==> config.mk <==
export PLATFORM = sky130hd
export DESIGN_NAME = interrupt_controller
export DESIGN_NICKNAME = d
export VERILOG_FILES = /design/src/rtl/interrupt_controller.sv
export SDC_FILE = /design/constraint.sdc
export NUM_CORES = 1
export LEC_CHECK = 0
export ABC_AREA = 1
export CORE_MARGIN = 1.5
export CORE_UTILIZATION = 44
export CTS_CLUSTER_DIAMETER = 80
export CTS_CLUSTER_SIZE = 40
export DETAILED_ROUTE_END_ITERATION = 6
export HOLD_SLACK_MARGIN = 0.03
export PLACE_DENSITY = 0.85
export SYNTH_ARGS = -nofsm -noshare
export SYNTH_HDL_FRONTEND = slang
export SYNTH_SLANG_ARGS = --single-unit
==> constraint.sdc <==
create_clock -name clk -period 1.95 [get_ports clk]
set_clock_uncertainty 0.05 [all_clocks]
set_input_delay 0.2925 -clock clk [delete_from_list [all_inputs] [get_ports clk]]
set_output_delay 0.2925 -clock clk [all_outputs]
set_load 0.02 [all_outputs]
==> src/rtl/interrupt_controller.sv <==
// 8-line edge-triggered interrupt controller with mask, priority select and IDLE/REQ/SERVICE handshake.
// Optional IRQ_SYNC_EN: adds a 2-flop input synchronizer ahead of edge detection.
module interrupt_controller #(
  parameter int NUM_IRQ        = 8,
  parameter bit PRIO_LOW_FIRST = 1'b1
) (
  input  logic               clk,
  input  logic               arst,
  input  logic [NUM_IRQ-1:0] irq_in,
  input  logic [NUM_IRQ-1:0] z_bus,
  input  logic               ctrl_irq_masks_wrt,
  input  logic               ctrl_int_ack,
  input  logic               ctrl_clear_all_ints,
  input  logic               int_eoi,
  input  logic               irq_en,
  output logic               int_pending,
  output logic [2:0]         int_vector_idx,
  output logic               int_in_service,
  output logic [NUM_IRQ-1:0] irq_pending_status,
  output logic [NUM_IRQ-1:0] irq_masks
);

  typedef enum logic [1:0] {
    ST_IDLE    = 2'd0,
    ST_REQ     = 2'd1,
    ST_SERVICE = 2'd2
  } state_e;

  state_e             state_q, state_d;
  logic [NUM_IRQ-1:0] pending_q, pending_d;
  logic [NUM_IRQ-1:0] masks_q, masks_d;
  logic [NUM_IRQ-1:0] irq_prev_q;
  logic [2:0]         idx_q, idx_d;
  logic [NUM_IRQ-1:0] irq_s;
  logic [NUM_IRQ-1:0] rise;
  logic [NUM_IRQ-1:0] req;
  logic               any_req;
  logic               take_ack;
  logic [2:0]         sel;

`ifdef IRQ_SYNC_EN
  logic [NUM_IRQ-1:0] sync1_q, sync2_q;

  always_ff @(posedge clk or posedge arst) begin
    if (arst) begin
      sync1_q <= '0;
      sync2_q <= '0;
    end else begin
      sync1_q <= irq_in;
      sync2_q <= sync1_q;
    end
  end

  assign irq_s = sync2_q;
`else
  assign irq_s = irq_in;
`endif

  assign rise    = irq_s & ~irq_prev_q;
  assign req     = pending_q & masks_q;
  assign any_req = (|req) & irq_en;

  // Later loop iterations overwrite earlier ones, so scan order sets the winner.
  always_comb begin
    sel = 3'd0;
    if (PRIO_LOW_FIRST) begin
      for (int i = NUM_IRQ - 1; i >= 0; i--) begin
        if (req[i]) sel = i[2:0];
      end
    end else begin
      for (int i = 0; i < NUM_IRQ; i++) begin
        if (req[i]) sel = i[2:0];
      end
    end
  end

  // NOTE: every always_comb output gets a default first so no path can infer a latch.
  always_comb begin
    state_d  = state_q;
    idx_d    = idx_q;
    take_ack = 1'b0;
    unique case (state_q)
      ST_IDLE: begin
        if (any_req) state_d = ST_REQ;
      end
      ST_REQ: begin
        if (ctrl_clear_all_ints) begin
          state_d = ST_IDLE;
        end else if (ctrl_int_ack && any_req) begin
          state_d  = ST_SERVICE;
          idx_d    = sel;
          take_ack = 1'b1;
        end else if (!any_req) begin
          state_d = ST_IDLE;
        end
      end
      ST_SERVICE: begin
        if (int_eoi) state_d = ST_IDLE;
      end
      default: state_d = ST_IDLE;
    endcase
  end

  // A same-cycle edge re-arms the line being acked; clear-all beats both.
  always_comb begin
    pending_d = pending_q;
    if (take_ack) pending_d[sel] = 1'b0;
    pending_d = pending_d | rise;
    if (ctrl_clear_all_ints) pending_d = '0;
  end

  assign masks_d = ctrl_irq_masks_wrt ? z_bus : masks_q;

  // NOTE: sequential state uses non-blocking assignments so all registers update from pre-edge values.
  always_ff @(posedge clk or posedge arst) begin
    if (arst) begin
      state_q    <= ST_IDLE;
      pending_q  <= '0;
      masks_q    <= '0;
      irq_prev_q <= '0;
      idx_q      <= 3'd0;
    end else begin
      state_q    <= state_d;
      pending_q  <= pending_d;
      masks_q    <= masks_d;
      irq_prev_q <= irq_s;
      idx_q      <= idx_d;
    end
  end

  assign int_pending        = (state_q == ST_REQ);
  assign int_in_service     = (state_q == ST_SERVICE);
  assign int_vector_idx     = idx_q;
  assign irq_pending_status = pending_q;
  assign irq_masks          = masks_q;

endmodule

==> reports/qor.yml, run 1 <==
synth.distinct_cells: 24
peakVddDrop_uv: 611
wl_met1_um: 1180
synth_area_um2: 1300
async_flop_share: 1.00
setup_tns_ns: 0
clk_pin_slew_ns: 0.09
io_buffers: 43
end_kind: "output pin"
drt-vias-per-instance: 4.85
synthTopCellsByArea: "dfrtp_1, nand2_1, mux2_2"
rr_worst_depth: 11
critPathMaxStageDelay_ns: 0.60
io_pins: 44
max_freq_mhz: 549
fin_area_um2: 1840
yosysSeqAreaShare: 0.560
dr_wl_met3_um: 155
drive_gt1_frac: 0.166
track_usage: 0.202
initial_core_util: 0.466
core_area_um2: 2780
cp.depth: 3
p_leak_uw: 0.000864
cp_top_family: "buffers and inverters"
dp_hpwl_um: 2170
synthCells: 136
fp.dieArea_um2: 3280
yosysTopAreaCellShare: 0.560
cts_root_buf: "clkbuf_4"
critPathBufInv: 2
slew_headroom: 0.734
nets: 209
antenna_found_initial: 0
cts_buffers: 5
synth_area_per_cell_um2: 9.53
ant_nets: 0
die_width_um: 57.3
ys_ff_latch: 29
hold_buffers: 0
min_period_over_period: 0.935
routed-wl-met2_um: 1410
cp.required_ns: 1.61
grt-ovfl-total: 0
gp_congestion: 0.783
tritoncts: "built"
rsz0062_at_grt: "false"
cp-start-kind: "flip-flop"
drv_slew: 0
hold_viol_final: 0
synth_top_area_cell: "dfrtp_1"
antenna_cells: 0
maxCapViolations: 0
wl_per_cell_um: 12.7
dr.pass1.iters: 4
final_util: 0.661
dpl-instance-area_um2: 1770
cp_max_fo: 4
yosysWarnings: 0
slowest_stage: "clkdlybuf4s50_1"
worst_ep_arrival_time_ns: 1.48
synth.most_common_cell: "nand2_1"
post_cts_buffers: 0
crit_chain: "inv_1 > nor2_1 > clkdlybuf4s50_1"
cts-resized-gates: 0
path_class: "reg2out"
worstMarginPinSlew_ns: 0.398
startpoint: "state_q[1]"
grt_pass1_wl_um: 5000
area_delta_synth_final_pct: 41.9
finalCriticalPeriod_ns: 1.82
grt_pass1_vias: 1123
drc: 0
totalWireLength_um: 2780
h-tree-depth: 2
setup-violations-final: 0
grt_max_degree: 30
die_h_um: 57.3
hold_class: "in2async"
r2r-start: "irq_pending_status[6]"
clock_sinks: 29
drtIter0Drc: 25
cts_max_path_buffers: 2
top_layer_used: "met4"
synth_commonest_cells: "nand2_1, dfrtp_1, inv_1"
synth_nets: 159
clock_latency_ns: 0.33
synth_flop_cell: "dfrtp_1"
vias: 1057
fp-row-count: 19
synth_edf_count: 0
powerDensity_nw_per_um2: 809
status: "finished clean"
final cells by class:
type	count	area (µm²)
clock inverters	1	5.00
repair buffers	45	448
multi-input cells	87	485
flip-flops and latches	29	727
fillers	226	942
clock buffers	7	65.1
inverters	18	70.1
well taps	31	38.8
per-layer routing:
metal,global-route usage,vias to the layer above
met4,0.0797,0
li1,-,538
met3,0.0544,5
met1,0.251,486
met2,0.335,28
met5,0,-
cell usage in the layout, fill, tap and decap left out, types with 2 or more instances in the layout:
cell and n:
clkdlybuf4s50_1 42, nand2_1 43, nand4_1 3, dfrtp_1 28, inv_1 15, o21ai_0 3
buf_4 2, clkbuf_8 2, mux2_2 8, inv_2 2, clkbuf_4 5, nand3_1 4
a21oi_1 8, nor2_2 2, nor2_1 6
through the flow:
stage | total power, µW | std cells | setup slack, ns | hold WS, ns
finish | 1490 | 218 | 0.127 | 0.265
global placement | 1080 | 210 | 0.232 | 0.425
global route | 1570 | 218 | 0.0375 | 0.320
floorplan | 908 | 136 | 0.471 | 0.274
CTS | 1510 | 218 | 0.0695 | 0.276
detailed placement | 1090 | 210 | 0.185 | 0.425
flip-flops by register name (all words and copies together), names as in the netlist:
name and flops:
irq_masks 8, int_vector_idx 3, state_q 2, irq_pending_status 8, irq_prev_q 8
power by group:
| part | switching (µW) | internal, µW |
|---|---|---|
| clock | 200 | 209 |
| combinational | 199 | 181 |
| sequential | 40.5 | 658 |
cell families (layout without fill, tap and decap cells):
family,Yosys count,count (layout),share of synthesized area
muxes,8,8,0.0695
DFF,29,29,0.560
and+or+nand+nor,66,66,0.249
AOI/OAI and AO/OA,13,13,0.0560
buffers and inverters,20,71,0.0656
worst min-delay path, stage by stage:
cell and delay (ns):
clkdlybuf4s50_1 0.39, inv_1 0.05, buf_4 0.33
path summary, 6_finish.rpt:
check / end / slack [ns]
min reg2reg: int_vector_idx[1] / 0.44
max: int_in_service / 0.13
max in group asynchronous: state_q[1] / 1.29
max reg2reg: irq_pending_status[2] / 0.44
min in group clk: irq_prev_q[7] / 0.38
min: irq_prev_q[6] / 0.27
(Power assumes the default switching activity.)
==> inputs of run 2 (changes only) <==
--- a/config.mk
+++ b/config.mk
@@ -8,10 +8,10 @@
 export ABC_AREA = 1
 export CORE_MARGIN = 1.5
-export CORE_UTILIZATION = 44
+export CORE_UTILIZATION = 48
 export CTS_CLUSTER_DIAMETER = 80
 export CTS_CLUSTER_SIZE = 40
 export DETAILED_ROUTE_END_ITERATION = 6
 export HOLD_SLACK_MARGIN = 0.03
-export PLACE_DENSITY = 0.85
+export PLACE_DENSITY = 0.91
 export SYNTH_ARGS = -nofsm -noshare
 export SYNTH_HDL_FRONTEND = slang
==> constraint.sdc (replaced) <==
create_clock -name clk -period 2.3 [get_ports clk]
set_clock_uncertainty 0.05 [all_clocks]
set_input_delay 0.345 -clock clk [delete_from_list [all_inputs] [get_ports clk]]
set_output_delay 0.345 -clock clk [all_outputs]
set_load 0.05 [all_outputs]
==> run 2 against run 1 <==
Global-route usage up 1.6 points. Die area shrank 7.9%. Wire length grew 0.65%. Cell count down 0.46%. Sequential share of layout area up 0.45 points. Setup slack better by 0.048 ns. Clock power shrank 30%. Combinational power increased by 11%. Critical path depth unchanged. First-iteration DRC count up 32%. Utilization increased by 5.8 points. Count of clock-buffer cells in the layout shrank 1.
==> reports/qor.yml, run 2 (synthesis gave the netlist of run 1 again) <==
fin_area_um2: 1820  # was 1840 µm²
cts-resized-gates: 0  # unchanged
cts_buffers: 5  # unchanged
startpoint: "state_q[1]"  # unchanged
die_width_um: 55.0  # was 57.3 µm
worstMarginPinSlew_ns: 0.513  # was 0.398 ns
drt-vias-per-instance: 5.18  # was 4.85
fillers: 184  # was 226
clock_sinks: 29  # unchanged
cts_max_path_buffers: 2  # unchanged
post_cts_buffers: 0  # unchanged
track_usage: 0.217  # was 0.202
slew_headroom: 0.657  # was 0.734
rr_worst_depth: 11  # unchanged
end_kind: "output pin"  # unchanged
r2r-start: "irq_pending_status[6]"  # unchanged
dr.pass1.iters: 4  # unchanged
rsz0062_at_grt: "false"  # unchanged
grt_pass1_wl_um: 4480  # was 5000 µm
grt_max_degree: 30  # unchanged
hold_viol_final: 0  # unchanged
h-tree-depth: 2  # unchanged
nets: 209  # unchanged
grt_pass1_vias: 1085  # was 1123
fp.dieArea_um2: 3020  # was 3280 µm²
finalCriticalPeriod_ns: 2.13
drive_gt1_frac: 0.155  # was 0.166
clock_latency_ns: 0.33  # about the same
drtIter0Drc: 33  # was 25
setup_tns_ns: 0  # unchanged
clk_pin_slew_ns: 0.09  # about the same
antenna_cells: 0  # unchanged
hold_buffers: 0  # unchanged
cp.required_ns: 1.90  # was 1.61 ns
initial_core_util: 0.514  # was 0.466
peakVddDrop_uv: 571  # was 611 µV
core_area_um2: 2520  # was 2780 µm²
io_pins: 44  # unchanged
crit_chain: "inv_1 > nor2_1 > clkdlybuf4s50_1"  # unchanged
grt-ovfl-total: 0  # unchanged
slowest_stage: "clkdlybuf4s50_1"  # unchanged
final_cell_mix: "nand2_1, clkdlybuf4s50_1, dfrtp_1"  # unchanged
worst_ep_arrival_time_ns: 1.73  # was 1.48 ns
ff2ff_setup_slack_ns: 0.76  # was 0.44 ns
wl_per_cell_um: 12.9  # was 12.7 µm
p_leak_uw: 0.000842  # was 0.000864 µW
max_freq_mhz: 471
cp_max_fo: 4  # unchanged
die_h_um: 55.0  # was 57.3 µm
drc: 0  # unchanged
antenna_found_initial: 0  # unchanged
gp_congestion: 0.763  # was 0.783
dpl-instance-area_um2: 1760  # was 1770 µm²
path_class: "reg2out"  # unchanged
hold_class: "in2async"  # unchanged
cts_root_buf: "clkbuf_4"  # unchanged
critPathMaxStageDelay_ns: 0.80  # was 0.60 ns
status: "finished clean"  # unchanged
r2r_end: "irq_pending_status[2]"  # unchanged
tritoncts: "built"  # unchanged
min_period_over_period: 0.924
vias: 1124  # was 1057
ant_nets: 0  # unchanged
setup-violations-final: 0  # unchanged
totalWireLength_um: 2790  # was 2780 µm
maxCapViolations: 0  # unchanged
fp-row-count: 18  # was 19
cp-start-kind: "flip-flop"  # unchanged
area_delta_synth_final_pct: 40.1  # was 41.9%
io_buffers: 43  # unchanged
dp_hpwl_um: 2160  # was 2170 µm
drv_slew: 0  # unchanged
powerDensity_nw_per_um2: 717  # was 809 nW/µm²
[run 2: cell types whose count changed in the layout (fill, tap and decap cells not counted), sizes merged]
cell           previous run  this run
clkinv                    1         2
dlymetal6s2s              1         0
clkbuf                    7         6
clkdlybuf4s50            42        43
[run 2: worst max path at each step]
stage	to	slack, ns	cells after the start
5_1_grt	int_in_service	0.06	3
4_1_cts	int_in_service	0.16	3
3_5_place_dp	irq_pending_status[7]	0.48	7
3_3_place_gp	irq_pending_status[7]	0.53	7
6_report	int_in_service	0.17	3
2_1_floorplan	irq_pending_status[7]	0.59	9
[run 2: worst max-delay path: cells and delay by family, from the launching register on]
family,cells,cell delay (ns)
flip-flops,1,0.44
AND/OR/NAND/NOR,1,0.09
buffers and inverters,2,0.88
[run 2: through the flow]
stage	cells	power [µW]	utilization	setup slack (ns)	hold slack [ns]
detailed placement	209	1020	0.699	0.476	0.437
finish	217	1300	0.720	0.175	0.326
floorplan	136	866	-	0.585	0.326
global route	217	1370	0.720	0.0556	0.376
global placement	209	1010	0.699	0.534	0.424
CTS	217	1310	0.720	0.163	0.324
[run 2: final cells by class]
cell class                 count  area [µm²]  area share
clock buffer                   6        41.3      0.0227
clock inverter                 2        10.0     0.00551
inverter                      18        70.1      0.0386
multi-input combinational     87         485       0.267
sequential                    29         726       0.400
tap                           30        37.5      0.0207
timing repair buffer          45         445       0.245
[run 2: power breakdown]
| part | leakage (µW) | switching [µW] | total [µW] | internal [µW] |
|---|---|---|---|---|
| Sequential | 0.000359 | 33.9 | 592 | 558 |
| Clock | 0.0000320 | 172 | 288 | 116 |
| Combinational | 0.000450 | 268 | 421 | 153 |
[run 2: per-layer routing]
layer	up-vias	part of all wire	track usage
li1	535	-	-
met5	-	0	0
met3	6	0.072	0.0860
met2	46	0.51	0.371
met4	0	0.019	0.0732
met1	537	0.40	0.248
==> inputs of run 3 (changes only) <==
- CELL_PAD_IN_SITES_DETAIL_PLACEMENT: not set -> 1
- CELL_PAD_IN_SITES_GLOBAL_PLACEMENT: not set -> 1
- CORE_UTILIZATION: 48 -> 35
- PLACE_DENSITY: 0.91 -> 0.9
==> run 3 against run 2 <==
Sequential share of layout area down 1.9 points. Non-clock buffer count did not move. Sequential power about the same. Cell count rose by 7.4%. Critical path type unchanged. Largest cell class unchanged. Utilization fell by 17 points. Register-to-register slack got worse by 0.05 ns.
==> reports/qor.yml, run 3 (synthesis gave the netlist of run 1 again) <==
status: "finished clean"  # unchanged
p_sw_uw: 509  # was 475 µW
maxCapViolations: 0  # unchanged
antenna_found_initial: 0  # unchanged
p_leak_uw: 0.000867  # was 0.000842 µW
grt-ovfl-total: 0  # unchanged
clk_pin_slew_ns: 0.06  # was 0.09 ns
drv_slew: 0  # unchanged
multi_input_area_um2: 485  # unchanged
cp-start-kind: "flip-flop"  # unchanged
grt_max_degree: 30  # unchanged
finalCriticalPeriod_ns: 2.10  # was 2.13 ns
drc: 0  # unchanged
cts_buffers: 5  # unchanged
drt-vias-per-instance: 4.82  # was 5.18
swShare: 0.324  # was 0.365
clockPowerShare: 0.352  # was 0.222
drive_gt1_frac: 0.160  # was 0.155
area_delta_synth_final_pct: 46.9  # was 40.1%
hold_buffers: 0  # unchanged
hold_class: "in2async"  # unchanged
critPathBufInv: 2  # unchanged
totalWireLength_um: 3330  # was 2790 µm
end_kind: "output pin"  # unchanged
cp_max_fo: 4  # unchanged
slew_headroom: 0.657  # about the same
setup_tns_ns: 0  # unchanged
fp-row-count: 21  # was 18
antenna_cells: 0  # unchanged
setup-violations-final: 0  # unchanged
drtIter0Drc: 34  # was 33
grt_pass1_wl_um: 5450  # was 4480 µm
rsz0062_at_grt: "false"  # unchanged
powerDensity_nw_per_um2: 826  # was 717 nW/µm²
die_width_um: 63.9  # was 55.0 µm
cp_top_family: "buffers and inverters"  # unchanged
dp_hpwl_um: 2600  # was 2160 µm
seqPwrFrac: 0.378  # was 0.455
peakVddDrop_uv: 342  # was 571 µV
core_area_um2: 3440  # was 2520 µm²
dr.pass1.iters: 4  # unchanged
critPathMaxStageDelay_ns: 0.81  # was 0.80 ns
cts-resized-gates: 0  # unchanged
wl_per_cell_um: 14.3  # was 12.9 µm
clock_sinks: 29  # unchanged
tritoncts: "built"  # unchanged
grt_pass1_vias: 1207  # was 1085
cp.required_ns: 1.90  # about the same
cts_max_path_buffers: 2  # unchanged
min_period_over_period: 0.914  # was 0.924
die_h_um: 63.9  # was 55.0 µm
io_pins: 44  # unchanged
track_usage: 0.179  # was 0.217
fillers: 405  # was 184
max_freq_mhz: 476  # was 471 MHz
nets: 209  # unchanged
crit_chain: "inv_1 > nor2_1 > clkdlybuf4s50_1"  # unchanged
ant_nets: 0  # unchanged
pwr-share-comb: 0.270  # was 0.324
regArea_um2: 726  # unchanged
io_buffers: 43  # unchanged
clock_latency_ns: 0.29  # was 0.33 ns
cts_root_buf: "clkbuf_8"  # was clkbuf_4
worstMarginPinSlew_ns: 0.513  # about the same
hold_ws_ns: 0.365  # was 0.326 ns
vias: 1124  # unchanged
h-tree-depth: 2  # unchanged
slowest_stage: "clkdlybuf4s50_1"  # unchanged
p_int_uw: 1060  # was 827 µW
initial_core_util: 0.377  # was 0.514
path_class: "reg2out"  # unchanged
gp_congestion: 0.898  # was 0.763
fp.dieArea_um2: 4080  # was 3020 µm²
hold_viol_final: 0  # unchanged
final_cell_mix: "nand2_1, clkdlybuf4s50_1, dfrtp_1"  # unchanged
worst_ep_arrival_time_ns: 1.71  # was 1.73 ns
power_uw: 1570  # was 1300 µW
post_cts_buffers: 0  # unchanged
## run 3: stage by stage
| stage | area, µm² | std cells | util | setup WS, ns |
|---|---|---|---|---|
| finish | 1900 | 233 | 0.553 | 0.199 |
| global route | 1900 | 233 | 0.553 | 0.145 |
| CTS | 1900 | 233 | 0.553 | 0.176 |
| detailed placement | 1780 | 225 | 0.518 | 0.411 |
| global placement | 1780 | 225 | 0.518 | 0.474 |
| floorplan | 1300 | 136 | - | 0.585 |
## run 3: worst paths after layout
kind / startpoint / end / slack, ns / depth (start not counted)
worst max register to register: irq_pending_status[0] / irq_pending_status[6] / 0.71 / 10
worst min-delay path: arst / irq_masks[5] / 0.37 / 3
max in group asynchronous: arst / irq_masks[6] / 1.55 / 3
worst max-delay path: state_q[1] / int_in_service / 0.20 / 3
worst min register to register: int_vector_idx[0] / int_vector_idx[0] / 0.44 / 2
min in group clk: int_vector_idx[0] / int_vector_idx[0] / 0.44 / 2
## run 3: tightest hold or removal path, stage by stage
cell,delay (ns)
clkdlybuf4s50_1,0.39
inv_1,0.05
buf_4,0.32
## run 3: cell type report
class / count / share of cell area
Timing Repair Buffer: 45 / 0.234
Clock buffer: 6 / 0.0434
Tap cell: 46 / 0.0302
Sequential cell: 29 / 0.381
Clock inverter: 2 / 0.0197
Multi-Input combinational cell: 87 / 0.255
Inverter: 18 / 0.0368
## run 3: power groups by stage
| stage | Sequential [µW] | Combinational (µW) | Clock (µW) |
|---|---|---|---|
| floorplan | 731 | 135 | 0 |
| finish | 594 | 425 | 553 |
| detailed placement | 604 | 428 | 0 |
| global placement | 598 | 414 | 0 |
| CTS | 595 | 431 | 566 |
| global route | 600 | 454 | 584 |
## run 3: layer usage
| metal | GRT usage | vias up | routed length [µm] |
|---|---|---|---|
| li1 | - | 533 | - |
| met1 | 0.193 | 553 | 1330 |
| met2 | 0.310 | 30 | 1740 |
| met3 | 0.0634 | 8 | 180 |
| met4 | 0.0897 | 0 | 79 |
| met5 | 0 | - | 0 |
